--- config.mk ---
export PLATFORM = sky130hd
export DESIGN_NAME = inta_sequencer
export DESIGN_NICKNAME = d
export VERILOG_FILES = /design/src/rtl/inta_sequencer.sv
export SDC_FILE = /design/constraint.sdc
export NUM_CORES = 1
export LEC_CHECK = 0
export ABC_AREA = 1
export BUFFER_PORTS_ARGS = -buffer_cell sky130_fd_sc_hd__buf_2
export CAP_MARGIN = 30
export CELL_PAD_IN_SITES_DETAIL_PLACEMENT = 0
export CELL_PAD_IN_SITES_GLOBAL_PLACEMENT = 1
export CORE_MARGIN = 2
export CORE_UTILIZATION = 43
export CTS_CLUSTER_DIAMETER = 120
export CTS_CLUSTER_SIZE = 24
export DETAILED_ROUTE_END_ITERATION = 6
export GPL_ROUTABILITY_DRIVEN = 1
export PLACE_DENSITY = 0.95
export RECOVER_POWER = 25
export SLEW_MARGIN = 40
export SYNTH_ARGS = -nofsm -noshare
export SYNTH_HDL_FRONTEND = slang
export SYNTH_SLANG_ARGS = --single-unit
--- constraint.sdc ---
create_clock -name clk -period 8 [get_ports clk]
set_clock_uncertainty 0.1 [all_clocks]
set_input_delay 1.6 -clock clk [delete_from_list [all_inputs] [get_ports clk]]
set_output_delay 1.6 -clock clk [all_outputs]
set_load 0.02 [all_outputs]
--- src/rtl/inta_sequencer.sv ---
// 8259 (8086 mode) interrupt acknowledge sequencer: raises INT, runs the two-pulse INTA cycle,
// drives the vector byte and owns the in-service register and priority rotation.
module inta_sequencer (
  input  logic       clk,
  input  logic       rst_n,
  input  logic [7:0] highest_req,
  input  logic       inta_n,
  input  logic [4:0] vector_base,
  input  logic       aeoi,
  input  logic       eoi_cmd,
  input  logic       eoi_specific,
  input  logic [2:0] eoi_level,
  input  logic       rotate_on_eoi,
  output logic       int_out,
  output logic [7:0] isr,
  output logic [2:0] priority_rotate,
  output logic [7:0] irr_clear,
  output logic [7:0] data_out,
  output logic       data_oe
);

  typedef enum logic [2:0] {StIdle, StPend, StAck1, StWait2, StAck2} state_e;

  state_e     state_q, state_d;
  logic       inta_q;
  logic       int_q, int_d;
  logic [7:0] isr_q, isr_d;
  logic [2:0] rot_q, rot_d;
  logic [7:0] irr_clear_q, irr_clear_d;
  logic [7:0] data_q, data_d;
  logic       oe_q, oe_d;
  logic [2:0] ack_lvl_q, ack_lvl_d;
  logic       spur_q, spur_d;

  logic       inta_fall, inta_rise;
  logic       req_any;
  logic [2:0] req_lvl;
  logic       ns_found;
  logic [2:0] ns_lvl, scan_idx;
  logic       eoi_hit, aeoi_hit, aeoi_clr;
  logic [2:0] eoi_lvl;
  logic [7:0] set_mask, clr_mask;

  assign inta_fall = inta_q & ~inta_n;
  assign inta_rise = ~inta_q & inta_n;
  assign req_any   = |highest_req;

  always_comb begin
    req_lvl = 3'd0;
    for (int i = 7; i >= 0; i--) begin
      if (highest_req[i]) req_lvl = 3'(i);
    end
  end

  // Non-specific EOI: first set ISR bit starting at the current highest-priority level.
  always_comb begin
    ns_found = 1'b0;
    ns_lvl   = 3'd0;
    scan_idx = 3'd0;
    for (int i = 0; i < 8; i++) begin
      scan_idx = rot_q + 3'(i);
      if (!ns_found && isr_q[scan_idx]) begin
        ns_found = 1'b1;
        ns_lvl   = scan_idx;
      end
    end
  end

  always_comb begin
    state_d     = state_q;
    int_d       = int_q;
    irr_clear_d = 8'h00;
    data_d      = data_q;
    oe_d        = oe_q;
    ack_lvl_d   = ack_lvl_q;
    spur_d      = spur_q;
    set_mask    = 8'h00;
    aeoi_clr    = 1'b0;
    case (state_q)
      StIdle: begin
        if (req_any) begin
          int_d   = 1'b1;
          state_d = StPend;
        end
      end
      StPend: begin
        if (inta_fall) begin
          int_d   = 1'b0;
          state_d = StAck1;
          if (req_any) begin
            ack_lvl_d   = req_lvl;
            spur_d      = 1'b0;
            set_mask    = 8'h01 << req_lvl;
            irr_clear_d = 8'h01 << req_lvl;
          end else begin
            ack_lvl_d = 3'd7;
            spur_d    = 1'b1;
          end
        end
      end
      StAck1: begin
        if (inta_rise) state_d = StWait2;
      end
      StWait2: begin
        if (inta_fall) begin
          data_d  = {vector_base, ack_lvl_q};
          oe_d    = 1'b1;
          state_d = StAck2;
        end
      end
      StAck2: begin
        if (inta_rise) begin
          oe_d     = 1'b0;
          state_d  = StIdle;
          aeoi_clr = aeoi & ~spur_q;
        end
      end
      default: state_d = StIdle;
    endcase
  end

  // Clears are taken from the old ISR so a bit set this cycle is never cleared by it.
  always_comb begin
    eoi_hit = 1'b0;
    eoi_lvl = 3'd0;
    if (eoi_cmd) begin
      if (eoi_specific) begin
        eoi_hit = isr_q[eoi_level];
        eoi_lvl = eoi_level;
      end else begin
        eoi_hit = ns_found;
        eoi_lvl = ns_lvl;
      end
    end
    aeoi_hit = aeoi_clr & isr_q[ack_lvl_q];
    clr_mask = (eoi_hit ? (8'h01 << eoi_lvl) : 8'h00) |
               (aeoi_hit ? (8'h01 << ack_lvl_q) : 8'h00);
    isr_d    = (isr_q & ~clr_mask) | set_mask;
    rot_d    = rot_q;
    if (rotate_on_eoi) begin
      if (aeoi_hit)     rot_d = ack_lvl_q + 3'd1;
      else if (eoi_hit) rot_d = eoi_lvl + 3'd1;
    end
  end

  always_ff @(posedge clk or negedge rst_n) begin
    if (!rst_n) begin
      state_q     <= StIdle;
      inta_q      <= 1'b1;
      int_q       <= 1'b0;
      isr_q       <= 8'h00;
      rot_q       <= 3'd0;
      irr_clear_q <= 8'h00;
      data_q      <= 8'h00;
      oe_q        <= 1'b0;
      ack_lvl_q   <= 3'd0;
      spur_q      <= 1'b0;
    end else begin
      state_q     <= state_d;
      inta_q      <= inta_n;
      int_q       <= int_d;
      isr_q       <= isr_d;
      rot_q       <= rot_d;
      irr_clear_q <= irr_clear_d;
      data_q      <= data_d;
      oe_q        <= oe_d;
      ack_lvl_q   <= ack_lvl_d;
      spur_q      <= spur_d;
    end
  end

  assign int_out         = int_q;
  assign isr             = isr_q;
  assign priority_rotate = rot_q;
  assign irr_clear       = irr_clear_q;
  assign data_out        = data_q;
  assign data_oe         = oe_q;

endmodule

==> flow_summary.toml, run 1 <==
[pwr]
total_power_mw = 1.38
ir_drop_mv = 0.275
power_density_mw_per_mm2 = 446
power.leakage_nw = 1.63

[yosys]
synth_cell_type_count = 40
synth.most_common_cell = "nand2_1"
synth_xor_area_frac = 0.0153
synth_seq_cells = 37
seq_area_frac_synth = 0.344
synth_warnings = 0
synthSimpleGateAreaFrac = 0.387
syn-num-nets = 404
syn_avg_cell_area_um2 = 7.13
synth_area_mm2 = 0.00270
synth_top_family_by_area = "simple AND/OR/NAND/NOR gates"
yosysTopAreaCell = "dfrtp_1"
synth_compound_area_frac = 0.114
synth_common_cells = "93 x nand2_1, 59 x inv_1, 42 x nand3_1"
synth_ff_type = "dfrtp_1"
synth_cells = 378
synth-edff-count = 0
synth_fa_ha_area_frac = 0.0139
synthMuxAreaShare = 0.0209
synthArstFlopShare = 1.00
post-synth-top-area-fraction = 0.334
synth_area_leaders = "dfrtp_1 33%, nand2_1 13%, inv_1 8.2%"

[critical_path]
slowest_stage = "dfrtp_1"
end_kind = "register"
cpPeakStageDelay_ps = 570
cp_max_fo = 13
critical_path_class = "register to register"
start_kind = "register"
critical_path_required_ps = 8130
cp.arrival_ps = 3350
path_cells = "inv_2 > ha_1 > inv_2 > nand3_2 > nand2_1 > nor2_1 > a31o_2 > nor2_4 > nand3_2 > nand3_1 > nand2_1 > nand3_2 > nand2_4 > o21ai_2 > ha_1 > inv_1 > nand3_1 > nand3_1 > nand2_1"
rrSetupSlack_ps = 4780

[global_route]
grt_pass1_wl_mm = 11.5
grt_use_total = 0.199
grt_max_degree = 38
antenna_found_initial = 0
first_global_vias = 2589
grt_overflow = 0

[place]
gp_congestion = 0.878
port_buffers = 51
hpwl_mm = 5.35
dp.cells = 499

[timing]
rsz0062_at_grt = "no"
fmax_mhz = 310
slew-limit-headroom = -0.282
setup_viol = 0
timing.hold.ws_ps = 388
fin_crit_sh = 0.403
hold_viol_final = 0
setup_tns_ps = 0
drv_slew = 38
worstMarginPinSlew_ps = 1920
fin_crit_ps = 3220

[layout]
drive_gt1_frac = 0.238
fin_nets = 457
final_cells = 507
diodes = 0
area_growth_pct = 14.5

[clocking]
postCtsSetupBuffers = 0
cts_buffers = 5
cts_buffer_depth = 2
cts_hold_buf = 0
ctsHtreeMaxLevel = 2
path_clk_slew_ps = 80
ctsResizeCount = 0
cts_root_buf = "clkbuf_8"
clock-sinks = 37
cts_tree = "done"
clkLatencyLatePin_ps = 290

[routing]
vias = 2610
wl_per_cell_um = 13.2
vias_per_cell = 5.15
wl_mm = 6.68
drtPass1Iterations = 4
drcViolationCount = 0
drt_iter0_drc = 105
antenna_left = 0

[floorplan]
initial_core_util = 0.450
die_area_mm2 = 0.00692
io-pin-count = 52
die_x_um = 83.2
rows = 28
core_mm2 = 0.00599
die_h_um = 83.2

[hold_path]
hp-class = "register to register"

[job]
maxCapViolCount = 1

[status]
status = "complete, but fails checks"
violations = "max-capacitance violations, max-slew violations"
## per-layer routing
metal / wire, um / part of all wire / GRT usage / vias to the layer above
met3: 327 / 0.049 / 0.0328 / 13
met5: 0 / 0 / 0 / -
li1: - / - / - / 1328
met4: 127 / 0.019 / 0.0641 / 0
met1: 2900 / 0.43 / 0.249 / 1197
met2: 3320 / 0.50 / 0.350 / 72
## placed cells by master (no fill, tap or decap), types with 4 or more instances in the layout
master,Yosys,final
nand2_1,93,93
inv_1,59,59
buf_2,0,49
nand3_1,42,42
dfrtp_1,36,36
nor2_1,33,33
o21ai_0,17,17
a21oi_1,12,12
nand3_2,11,11
nor3_1,9,9
nand2_2,5,5
mux2_2,5,5
clkbuf_8,0,5
inv_2,4,4
nor2_4,4,4
a31oi_1,4,4
## registers in the layout (all words and copies together), names as in the netlist
| signal | count |
|---|---|
| state_q | 3 |
| data_oe | 1 |
| int_out | 1 |
| irr_clear | 8 |
| isr | 8 |
| priority_rotate | 3 |
| ack_lvl_q | 3 |
| data_out | 8 |
| spur_q | 1 |
| inta_q | 1 |
## final timing paths
path	start	to	depth (start not counted)
min in group asynchronous	rst_n	state_q[2]	1
max	priority_rotate[0]	priority_rotate[2]	19
min	data_out[2]	data_out[2]	2
max in group asynchronous	rst_n	isr[2]	1
min reg2reg	data_out[2]	data_out[2]	2
max reg2reg	priority_rotate[0]	priority_rotate[2]	19
## report_power, final
group / internal (mW) / total, mW / leakage [nW] / switching, mW
Combinational: 0.315 / 0.927 / 1.12 / 0.612
Sequential: 0.249 / 0.324 / 0.467 / 0.0748
Clock: 0.0601 / 0.127 / 0.0439 / 0.0667
## area by class of cell
cell class                      instances  area (um^2)
Clock buffer                            5         68.8
Timing Repair Buffer                   51          253
Inverter                               64          243
Clock inverter                          3         17.5
Fill cell                             587         2900
Multi-Input combinational cell        272         1480
Tap cell                               75         93.8
Sequential cell                        37          927
## kinds of logic (layout without fill, tap and decap cells)
logic type,after synthesis,in the layout
mux,5,5
xor+xnor,3,3
compound gates,51,51
simple gates,210,210
buf+inv,69,123
fa+ha+maj,3,3
flops,37,37
## critical path: cells and delay by family, from the launching register on
| kind | cells | cell delay [ps] |
|---|---|---|
| and+or+nand+nor | 12 | 1100 |
| adders and majority gates | 2 | 620 |
| DFF | 1 | 570 |
| AOI/OAI and AO/OA | 2 | 420 |
| buffers and inverters | 3 | 360 |
## through the flow
stage | instance area [um^2] | setup WS (ps) | util
finish | 3090 | 4780 | 0.515
global route | 3090 | 4430 | 0.515
CTS | 3090 | 4770 | 0.516
detailed placement | 3000 | 4600 | 0.501
global placement | 3000 | 4630 | 0.501
floorplan | 2700 | 5000 | -
No activity file was read; power rests on OpenSTA's default activity.
==> run 2: changes to the inputs <==
- CORE_UTILIZATION: 43 -> 40
- PLACE_DENSITY: 0.95 -> 0.91
- clock period: 8 -> 3.4 ns (I/O delays scaled with it)
==> flow_summary.toml, run 2 (synthesized netlist as in run 1, its figures left out) <==
[place]
hpwl_mm = 5.55
gp_congestion = 0.990
port_buffers = 51
dp.cells = 502
place_area_mm2 = 0.00301

[timing]
drv_slew = 38
worstMarginPinSlew_ps = 1930
timing.hold.ws_ps = 385
fin_crit_ps = 3110
setup_tns_ps = 0
setup_viol = 0
fmax_mhz = 321
fin_crit_sh = 0.916
hold_viol_final = 0
slew-limit-headroom = -0.284
rsz0062_at_grt = "no"

[pwr]
share_seq_of_total_power = 0.229
power.share.switching = 0.549
power.leakage_nw = 1.63
p_int_mw = 1.48
total_power_mw = 3.27
switching_power_mw = 1.79
p_comb_frac = 0.679
ir_drop_mv = 0.293
p_clk_frac = 0.093
power_density_mw_per_mm2 = 1060

[layout]
final_area_mm2 = 0.00310
drive_gt1_frac = 0.242
layout_common_cells = "93 x nand2_1, 59 x inv_1, 49 x buf_2"
diodes = 0
area_growth_pct = 14.9
final_common_cell = "nand2_1"
fin_nets = 458
final_cells = 510

[global_route]
grt_pass1_wl_mm = 11.8
grt_overflow = 0
grt_use_total = 0.199
first_global_vias = 2591
antenna_found_initial = 0
grt_max_degree = 38

[critical_path]
cpPeakStageDelay_ps = 490
start_kind = "register"
critical_path_class = "register to register"
timing.rr.start = "priority_rotate[1]"
reg2reg_depth = 19
r2r_end = "priority_rotate[2]"
cp_max_fo = 9
cpMostUsedCell = "nand3_1"
cp.arrival_ps = 3200
slowest_stage = "dfrtp_2"
critical_path_required_ps = 3490
end_kind = "register"
path_cells = "inv_4 > ha_1 > inv_2 > nand3_1 > nand2_1 > nand2_1 > nand2_2 > inv_1 > nand4_1 > nand3_1 > nor2_2 > nand3_2 > o21ai_2 > o21ai_0 > ha_1 > inv_1 > nand3_1 > nand3_1 > nand2_1"
rrSetupSlack_ps = 290

[clocking]
cts_hold_buf = 0
ctsHtreeMaxLevel = 2
cts_root_buf = "clkbuf_8"
path_clk_slew_ps = 80
cts_buffer_depth = 2
cts_buffers = 5
postCtsSetupBuffers = 0
clkLatencyLatePin_ps = 290
ctsResizeCount = 0
clock-sinks = 37
cts_tree = "done"

[status]
violations = "max-capacitance violations, max-slew violations"
status = "complete, but fails checks"

[floorplan]
rows = 29
die_h_um = 86.1
core_mm2 = 0.00642
die_x_um = 86.1
die_area_mm2 = 0.00741
io-pin-count = 52
initial_core_util = 0.420

[job]
maxCapViolCount = 1

[hold_path]
holdPathEnd = "data_out[2]"
hp-class = "register to register"
min_from = "data_out[2]"
whs_path_depth = 2

[routing]
wl_per_cell_um = 13.5
drcViolationCount = 0
vias = 2632
vias_per_cell = 5.16
antenna_left = 0
drt_iter0_drc = 125
wl_mm = 6.88
drtPass1Iterations = 4
## run 2: worst max-delay path by stage
stage                                   from                 end  slack, ps  cells past startpoint
after global routing      priority_rotate[1]  priority_rotate[2]         20                     20
final                     priority_rotate[1]  priority_rotate[2]        290                     19
after floorplan           priority_rotate[1]  priority_rotate[1]        530                     17
after CTS                 priority_rotate[1]  priority_rotate[2]        190                     19
after global placement    priority_rotate[1]  priority_rotate[2]        330                     19
after detailed placement  priority_rotate[1]  priority_rotate[2]        220                     19
## run 2: final cells by class
class	count	area (um^2)
repair buffers	52	260
fillers	659	3320
clock inverters	3	17.5
well taps	77	96.3
multi-input cells	272	1480
clock buffers	5	68.8
flip-flops and latches	37	928
inverters	64	243
## run 2: power by group through the flow
stage               Combinational, mW  Clock [mW]  Sequential, mW
floorplan                        1.65           0           0.827
global placement                 2.18           0           0.751
detailed placement               2.20           0           0.758
CTS                              2.21       0.310           0.748
global route                     2.48       0.329           0.772
finish                           2.22       0.303           0.749
## run 2: layer usage
layer,up-vias,routed length [um],global-route usage,share of wire
met5,-,0,0,0
met4,0,227,0.0779,0.033
met3,21,325,0.0279,0.047
met2,87,3300,0.338,0.48
met1,1193,3030,0.255,0.44
li1,1331,-,-,-
## run 2: critical path, delay by kind of cell, from the launching register on
| family | cells | cell delay (ps) |
|---|---|---|
| flops | 1 | 490 |
| fa+ha+maj | 2 | 620 |
| compound gates | 2 | 320 |
| buf+inv | 4 | 390 |
| simple gates | 11 | 1040 |
## run 2: metrics by stage
stage	setup slack (ps)	util
final	287	0.482
after global routing	16.5	0.482
after CTS	194	0.483
after detailed placement	224	0.469
after global placement	326	0.469
after floorplan	530	-
==> run 3: changes to the inputs <==
--- a/config.mk
+++ b/config.mk
@@ -18,2 +18,3 @@
 export GPL_ROUTABILITY_DRIVEN = 1
+export MAX_ROUTING_LAYER = met4
 export PLACE_DENSITY = 0.91
--- a/constraint.sdc
+++ b/constraint.sdc
@@ -4,2 +4,2 @@
 set_output_delay 0.68 -clock clk [all_outputs]
-set_load 0.02 [all_outputs]
+set_load 0.05 [all_outputs]
==> flow_summary.toml, run 3 (synthesized netlist as in run 1, its figures left out) <==
[status]
status = "complete, but fails checks"
violations = "max-capacitance violations, max-slew violations"

[layout]
diodes = 0
drive_gt1_frac = 0.242
final_common_cell = "nand2_1"
utilization = 0.485
layout_common_cells = "93 x nand2_1, 59 x inv_1, 49 x buf_2"
fin_nets = 458
final_cells = 510
area_growth_pct = 15.5
final_area_mm2 = 0.00311

[global_route]
first_global_vias = 2546
grt_overflow = 0
grt_max_degree = 38
grt_pass1_wl_mm = 11.8
antenna_found_initial = 0
grt_use_total = 0.206

[place]
place_ws_ps = 257
hpwl_mm = 5.49
place_area_mm2 = 0.00301
port_buffers = 51
gp_congestion = 1.02
dp.cells = 502

[routing]
drtPass1Iterations = 4
vias = 2602
wl_per_cell_um = 13.4
antenna_left = 0
wl_met3_um = 311
highest_layer = "met4"
met1_length_mm = 3.07
drt_iter0_drc = 170
wl_mm = 6.85
vias_per_cell = 5.10
wl_met2_mm = 3.28
drcViolationCount = 0

[timing]
worstMarginPinSlew_ps = 1930
setup_tns_ps = 0
fin_crit_sh = 0.908
rsz0062_at_grt = "no"
hold_viol_final = 0
fin_crit_ps = 3090
timing.hold.ws_ps = 391
setup_slack_ps = 311
fmax_mhz = 324
drv_slew = 38
slew-limit-headroom = -0.284
setup_viol = 0

[critical_path]
crit_end = "priority_rotate[2]"
startpoint = "priority_rotate[1]"
critical_path_required_ps = 3480
end_kind = "register"
timing.rr.start = "priority_rotate[1]"
critical_path_class = "register to register"
cpMostUsedCell = "nand3_1"
r2r_end = "priority_rotate[2]"
slowest_stage = "dfrtp_2"
cpPeakStageDelay_ps = 490
path_buf_inv = 4
cp_max_fo = 9
reg2reg_depth = 19
start_kind = "register"
path_cells = "inv_4 > ha_1 > inv_2 > nand3_1 > nand2_1 > nand2_1 > nand2_2 > inv_1 > nand4_1 > nand3_1 > nor2_2 > nand3_2 > o21ai_2 > o21ai_0 > ha_1 > inv_1 > nand3_1 > nand3_1 > nand2_1"
crit_family = "simple AND/OR/NAND/NOR gates"
cp.arrival_ps = 3170
cp_num_cells = 19
rrSetupSlack_ps = 310

[floorplan]
io-pin-count = 52
die_area_mm2 = 0.00741
die_h_um = 86.1
die_x_um = 86.1
rows = 29
initial_core_util = 0.420
core_mm2 = 0.00642

[pwr]
p_int_mw = 1.52
switching_power_mw = 2.03
ir_drop_mv = 0.346
power.leakage_nw = 1.64
total_power_mw = 3.55
p_comb_frac = 0.696
p_clk_frac = 0.093
power_density_mw_per_mm2 = 1140
share_seq_of_total_power = 0.211
power.share.switching = 0.572

[clocking]
cts_root_buf = "clkbuf_8"
cts_buffers = 5
cts_hold_buf = 0
clock-sinks = 37
cts_tree = "done"
postCtsSetupBuffers = 0
ctsHtreeMaxLevel = 2
clkLatencyLatePin_ps = 290
cts_buffer_depth = 2
path_clk_slew_ps = 70

[job]
maxCapViolCount = 1

[hold_path]
hp-class = "register to register"
[run 3: how the worst min path moves through the flow]
stage,depth (start not counted),from,slack [ps],end
global route,1,inta_n,400,inta_q
global placement,2,data_out[1],370,data_out[1]
detailed placement,2,data_out[2],380,data_out[2]
CTS,2,data_out[2],390,data_out[2]
floorplan,0,rst_n,280,ack_lvl_q[0]
finish,2,data_out[2],390,data_out[2]
[run 3: final cells by class]
type	instances	area (um^2)
Multi-Input combinational cell	272	1480
Fill cell	660	3310
Inverter	64	243
Clock buffer	7	96.3
Tap cell	77	96.3
Clock inverter	1	5.00
Sequential cell	37	928
Timing Repair Buffer	52	260
[run 3: layer usage]
metal  GRT usage  up-vias
met5           -        -
met4      0.0779        0
met3      0.0318       18
met2       0.331       80
met1       0.261     1173
li1            -     1331
[run 3: timing repair]
action                                 4_1_cts  5_1_grt
setup endpoints to repair                    0        2
endpoints found under the hold margin        0        0
resized for setup                            0        1
[run 3: worst min-delay path, stage by stage (launching register included)]
cell and delay [ps]:
dfrtp_1 350, nand2_1 50, o21ai_0 60
[run 3: power by group through the flow]
stage	combinational, mW	clock, mW	sequential [mW]
finish	2.47	0.331	0.750
global route	2.72	0.365	0.775
CTS	2.46	0.340	0.747
detailed placement	2.44	0	0.754
global placement	2.42	0	0.750
floorplan	1.65	0	1.07
